--- src/rtl/router_pkg.sv ---
// Shared router definitions: byte width default and header address field layout.
package router_pkg;

    localparam int WIDTH_DEFAULT = 8;

    // Header address field occupies the two LSBs; code 3 is reserved as invalid.
    localparam int         ADDR_LSB     = 0;
    localparam int         ADDR_MSB     = 1;
    localparam logic [1:0] ADDR_INVALID = 2'b11;

    // True when a header's address field selects one of the three output FIFOs.
    function automatic logic addr_is_valid(input logic [1:0] addr);
        return addr != ADDR_INVALID;
    endfunction

endpackage

--- src/rtl/router_parity_unit.sv ---
// Parity accumulator and checker for one packet: running XOR of header and
// payload, captured parity byte, completion flag and mismatch flag.
module router_parity_unit
    import router_pkg::*;
#(
    parameter int WIDTH = WIDTH_DEFAULT
) (
    input  logic             clock,
    input  logic             resetn,
    input  logic             detect_add,
    input  logic             lfd_state,
    input  logic             ld_state,
    input  logic             laf_state,
    input  logic             full_state,
    input  logic             pkt_valid,
    input  logic             fifo_full,
    input  logic             low_pkt_valid,
    input  logic [WIDTH-1:0] data_in,
    input  logic [WIDTH-1:0] header_byte,
    output logic             parity_done,
    output logic             err
);

    logic [WIDTH-1:0] internal_parity_q, internal_parity_d;
    logic [WIDTH-1:0] packet_parity_q,   packet_parity_d;
    logic             parity_done_q,     parity_done_d;
    logic             err_q,             err_d;

    // Next-state logic for all parity bookkeeping.
    always_comb begin
        // NOTE: every variable gets a hold default first so no path leaves it unassigned (no latch).
        internal_parity_d = internal_parity_q;
        packet_parity_d   = packet_parity_q;
        parity_done_d     = parity_done_q;
        err_d             = err_q;

        // Strobes are one-hot; a byte diverted while full is accumulated here,
        // and the later replay from the hold register is not.
        if (detect_add) begin
            internal_parity_d = '0;
        end else if (lfd_state) begin
            internal_parity_d = internal_parity_q ^ header_byte;
        end else if (ld_state && pkt_valid && !full_state) begin
            internal_parity_d = internal_parity_q ^ data_in;
        end

        // The parity byte is captured even when it is diverted to the hold register.
        if (ld_state && !pkt_valid) begin
            packet_parity_d = data_in;
        end

        // A diverted parity byte completes only once it is replayed in laf_state.
        if ((ld_state && !fifo_full && !pkt_valid) ||
            (laf_state && low_pkt_valid && !parity_done_q)) begin
            parity_done_d = 1'b1;
        end else if (detect_add) begin
            parity_done_d = 1'b0;
        end

        // A new packet clears the flag; until then it tracks the comparison.
        if (detect_add) begin
            err_d = 1'b0;
        end else if (parity_done_q) begin
            err_d = (internal_parity_q != packet_parity_q);
        end
    end

    // Parity state registers.
    always_ff @(posedge clock or negedge resetn) begin
        if (!resetn) begin
            internal_parity_q <= '0;
            packet_parity_q   <= '0;
            parity_done_q     <= 1'b0;
            err_q             <= 1'b0;
        end else begin
            // NOTE: non-blocking so all registers update from the same pre-edge values.
            internal_parity_q <= internal_parity_d;
            packet_parity_q   <= packet_parity_d;
            parity_done_q     <= parity_done_d;
            err_q             <= err_d;
        end
    end

    assign parity_done = parity_done_q;
    assign err         = err_q;

endmodule

--- src/rtl/router_reg.sv ---
// Router datapath register stage: header latch, hold buffer for bytes that
// arrive while the target FIFO is full, FIFO-facing byte stream, and parity.
module router_reg
    import router_pkg::*;
#(
    parameter int WIDTH = WIDTH_DEFAULT
) (
    input  logic             clock,
    input  logic             resetn,
    input  logic             pkt_valid,
    input  logic [WIDTH-1:0] data_in,
    input  logic             fifo_full,
    input  logic             detect_add,
    input  logic             lfd_state,
    input  logic             ld_state,
    input  logic             laf_state,
    input  logic             full_state,
    input  logic             rst_int_reg,
    output logic [WIDTH-1:0] dout,
    output logic             parity_done,
    output logic             low_pkt_valid,
    output logic             err
);

    logic [WIDTH-1:0] header_byte_q,   header_byte_d;
    logic [WIDTH-1:0] hold_byte_q,     hold_byte_d;
    logic [WIDTH-1:0] dout_q,          dout_d;
    logic             low_pkt_valid_q, low_pkt_valid_d;

    // Header capture, output byte selection, hold buffering and end-of-packet flag.
    always_comb begin
        header_byte_d   = header_byte_q;
        hold_byte_d     = hold_byte_q;
        dout_d          = dout_q;
        low_pkt_valid_d = low_pkt_valid_q;

        // Headers addressed to the reserved code are dropped.
        if (detect_add && pkt_valid && addr_is_valid(data_in[ADDR_MSB:ADDR_LSB])) begin
            header_byte_d = data_in;
        end

        if (lfd_state) begin
            dout_d = header_byte_q;
        end else if (ld_state && !fifo_full) begin
            dout_d = data_in;
        end else if (ld_state && fifo_full) begin
            hold_byte_d = data_in;
        end else if (laf_state) begin
            dout_d = hold_byte_q;
        end

        // Setting wins over the FSM's clear when both happen together.
        if (ld_state && !pkt_valid) begin
            low_pkt_valid_d = 1'b1;
        end else if (rst_int_reg) begin
            low_pkt_valid_d = 1'b0;
        end
    end

    // Datapath registers.
    always_ff @(posedge clock or negedge resetn) begin
        if (!resetn) begin
            header_byte_q   <= '0;
            hold_byte_q     <= '0;
            dout_q          <= '0;
            low_pkt_valid_q <= 1'b0;
        end else begin
            header_byte_q   <= header_byte_d;
            hold_byte_q     <= hold_byte_d;
            dout_q          <= dout_d;
            low_pkt_valid_q <= low_pkt_valid_d;
        end
    end

    router_parity_unit #(
        .WIDTH (WIDTH)
    ) u_parity (
        .clock         (clock),
        .resetn        (resetn),
        .detect_add    (detect_add),
        .lfd_state     (lfd_state),
        .ld_state      (ld_state),
        .laf_state     (laf_state),
        .full_state    (full_state),
        .pkt_valid     (pkt_valid),
        .fifo_full     (fifo_full),
        .low_pkt_valid (low_pkt_valid_q),
        .data_in       (data_in),
        .header_byte   (header_byte_q),
        .parity_done   (parity_done),
        .err           (err)
    );

    assign dout          = dout_q;
    assign low_pkt_valid = low_pkt_valid_q;

endmodule

--- config.mk ---
export PLATFORM = sky130hd
export DESIGN_NAME = router_reg
export DESIGN_NICKNAME = d
export VERILOG_FILES = /design/src/rtl/router_pkg.sv /design/src/rtl/router_parity_unit.sv /design/src/rtl/router_reg.sv
export SDC_FILE = /design/constraint.sdc
export NUM_CORES = 1
export LEC_CHECK = 0
export CORE_ASPECT_RATIO = 1.25
export CORE_MARGIN = 8
export CORE_UTILIZATION = 53
export CTS_CLUSTER_SIZE = 25
export DETAILED_ROUTE_END_ITERATION = 10
export PLACE_DENSITY = 0.83
export SYNTH_ARGS = -nofsm -noshare
export SYNTH_HDL_FRONTEND = slang
export SYNTH_SLANG_ARGS = --single-unit
--- constraint.sdc ---
create_clock -name clock -period 1.27 [get_ports clock]
set_input_delay 0.254 -clock clock [delete_from_list [all_inputs] [get_ports clock]]
set_output_delay 0.254 -clock clock [all_outputs]
set_load 0.005 [all_outputs]
==> summary.md <==
| Metric | Value |
|---|---|
| Clk_lat worst skew | about 300 ps |
| Crit path time final | about 1200 ps |
| R2r endpoint | u_parity.err$_DFFE_PN0P_ |
| Hold endpoint | u_parity.parity_done$_DFFE_PN0P_ |
| Commonest non-fill, non-tap cell in the layout | dfrtp_1 |
| Clock Skews | approximately 9 ps |
| Mapped Nets | around 180 |
| GRT Resource Usage Total | 18.5% |
| Total of warnings raised by yosys | 0 |
| Initial antenna violation count | 0 |
| Reg2Reg Launch Point | u_parity.internal_parity_q[5]$_DFFE_PN0P_ |
| Post-synthesis simple-gate area fraction | about a tenth |
| Clock transition at path regs | around 80 ps |
| Number of synthesized register bits | between 40 and 50 |
| CP cell instances | dlygate4sd2_1 |
| Final slew viol count | 0 |
| Clock group share of total power | a little under a quarter |
| Power, Total | ~0.0036 W |
| Critical path class | flip-flop to primary output |
| # IOs | 29 |
| Syn-to-layout area delta | 37.6% |
| Vias/cell | 6.05 |
| Most frequent cells in the layout | 42 x dfrtp_1, 29 x buf_4, 22 x mux2_2, 15 x nor2_1, 15 x dlygate4sd2_1 |
| Total number of vias | around 1.6k |
| Critical path arrival | between 900 and 1000 ps |
| Slew headroom | about 75% |
| Fin crit share | approximately 96% |
| Outcome | complete, no violations |
| CP required | a little over 1000 ps |
| Worst R2R Setup Slack | approximately 100 ps |
| Maximum vdd drop | 0.775 mV |
| Syn_area_per_cell | approximately 12 sq um |
| Die span in y | between 80 and 90 um |
| Largest family of logic cells by synthesized area | multiplexers |
| Num CTS Buffers | 5 |
| Htree depth | 2 |
| DRC viols | 0 |
| Crit path capture type | primary output |
| Critical path's slowest cell | dfrtp_1 |
| Delay-heaviest family, CP | flip-flops |
| HP Class | input pin to flip-flop |
| Initial core utilization | ~54% |
| Worst r2r path cells | 4 |
| Complex-gate fraction of the synthesized area | 9.12% |
| Synth cell types | 25 |
| Switch Pwr | about 0.0011 W |
| Final setup violation count | 0 |
| Leakage | 1.26 nW |
| Routed WL per cell | about 22 um |
| Adder-cell area share of the yosys netlist | 0% |
| Internal power | about 0.0025 W |
| Critical path peak fanout | 2 |
| Measured slew at the worst slew-check pin | between 300 and 400 ps |
| Mapped Area | 2020 sq um |
| CP bufs+invs | 1 |
| Core Rows | 25 |
| RSZ-0062 raised after global routing | no |
| Logic pwr share | a little over a quarter |
| Starting DRT DRC Count | about 120 |
| Post-Syn Instances | approximately 170 |
| Mux cell area share after synthesis | 18.3% |
| Max-cap violations | 0 |
| CP peak stage delay | 400 ps |
| Num Clock Sinks | 43 |
| # port buffers | 28 |
| RD Place Congestion | about 0.81 |
| Total gr overflow | 0 |
| Final hold violation count | 0 |
| Final #Nets | between 200 and 250 |
| CTS root buf | clkbuf_8 |
| Switching part of the total | roughly 30% |
| Area of the core | 3720 sq um |
| TritonCTS clock tree | built |
| Number of global-route vias before repair | between 1.5k and 2k |
| Drt first pass iters | 4 |
| First-pass GRT wire length | around 8.8 mm |
| Routed WL | between 5 and 6 mm |
| Fillcell total | between 200 and 250 |
| Sequential area share after synthesis | between 50% and 60% |
| Layout cells sized above 1 | 36.1% |
| Flop pwr share | a little under 50% |
| Worst hold path depth | 2 |
| Post-detail-place hpwl | 3.82 mm |
| Hold Slack | 401 ps |
| Setup TNS | 0 ps |
| Max Root-Sink Buffers | 2 |
| Die X | between 70 and 80 um |
| Die area | slightly above 6000 sq um |
| Critical path launch point type | flip-flop |
| Hold path startpoint | pkt_valid |
| Diodes inserted | 0 |
| Fmax | 0.817 GHz |
| Power Density | 1300 nW/um^2 |
| Post-synthesis xor/xnor area fraction | about 6.9% |
| Largest net degree at the start of global routing | 44 |
| DRT antenna net count | 0 |
## cells in the mapped netlist
library cell / n / area [sq um]
dfrtp_1: 43 / 1080
mux2_2: 22 / 248
nor2_1: 15 / 56.3
a21oi_1: 14 / 70.1
xnor2_1: 13 / 114
nand3b_1: 12 / 90.1
mux2i_1: 11 / 110
a221o_1: 7 / 70.1
buf_2: 3 / 15.0
o21ai_0: 3 / 15.0
xor2_1: 3 / 26.3
a21o_1: 2 / 15.0
buf_4: 2 / 15.0
clkbuf_1: 2 / 7.51
nand2_1: 2 / 7.51
nand2b_1: 2 / 12.5
nor3_1: 2 / 10.0
a31oi_1: 1 / 6.26
and3b_1: 1 / 8.76
inv_1: 1 / 3.75
mux2_1: 1 / 11.3
nand2b_2: 1 / 8.76
nand4_1: 1 / 6.26
nor4_1: 1 / 6.26
o21bai_1: 1 / 7.51
## worst max-delay path by stage
stage,start,end,cells past startpoint
6_report,dout[1]$_DFFE_PN0P_,dout[1],1
5_1_grt,low_pkt_valid$_DFFE_PN0P_,low_pkt_valid,1
4_1_cts,ld_state,u_parity.packet_parity_q[5]$_DFFE_PN0P_,6
3_5_place_dp,ld_state,dout[6]$_DFFE_PN0P_,5
3_3_place_gp,lfd_state,dout[7]$_DFFE_PN0P_,4
2_1_floorplan,lfd_state,dout[4]$_DFFE_PN0P_,5
## final cells by class
class	instances	area (sq um)	share of cell area, %
clock buffers	6	72.6	2.61
repair buffers	62	539	19.4
inverters	1	3.75	0.135
clock inverters	2	12.5	0.451
flip-flops and latches	43	1080	38.8
multi-input cells	116	1020	36.7
well taps	40	50.0	1.80
## metrics by stage
step / util, % / cells / cell area [sq um] / setup WS, ps
after global routing: 74.6 / 270 / 2780 / 16.4
after global placement: 68.4 / 256 / 2550 / -526
after floorplan: - / 166 / 2020 / 49.7
after detailed placement: 68.4 / 256 / 2550 / -606
final: 74.6 / 270 / 2780 / 45.5
after CTS: 72.0 / 270 / 2680 / 7.99
## power groups by stage
stage | logic [W] | registers [W] | clock network (W)
after global placement | 0.000823 | 0.00179 | 0
after floorplan | 0.000462 | 0.00177 | 0
after global routing | 0.00103 | 0.00182 | 0.000908
after detailed placement | 0.000870 | 0.00181 | 0
final | 0.000959 | 0.00180 | 0.000855
after CTS | 0.000867 | 0.00177 | 0.000860
## kinds of logic after synthesis
group | after synthesis
simple gates | 37
buf+inv | 8
flops | 43
xor+xnor | 16
compound gates | 28
mux | 34
## flip-flops by register name, indices dropped and copies added (netlist names)
| register | cells |
|---|---|
| hold_byte_q | 8 |
| u_parity.internal_parity_q | 8 |
| u_parity.err | 1 |
| dout | 8 |
| low_pkt_valid | 1 |
| u_parity.packet_parity_q | 8 |
| u_parity.parity_done | 1 |
| header_byte_q | 8 |
## timing repair
item	CTS	global route
hold endpoints to repair	43	0
hold buffers	1	0
gates cloned	1	0
setup endpoints to repair	49	23
pin swaps	1	3
buffers inserted	4	0
resized for setup	23	23
## routing by layer
layer,vias to the layer above,track usage (%),part of all wire (%)
li1,726,-,-
met1,831,19.3,39
met2,60,34.1,53
met3,17,4.01,4.8
met4,0,8.16,3.0
met5,-,0,0
Note: power is estimated with default switching activity, not from simulation.
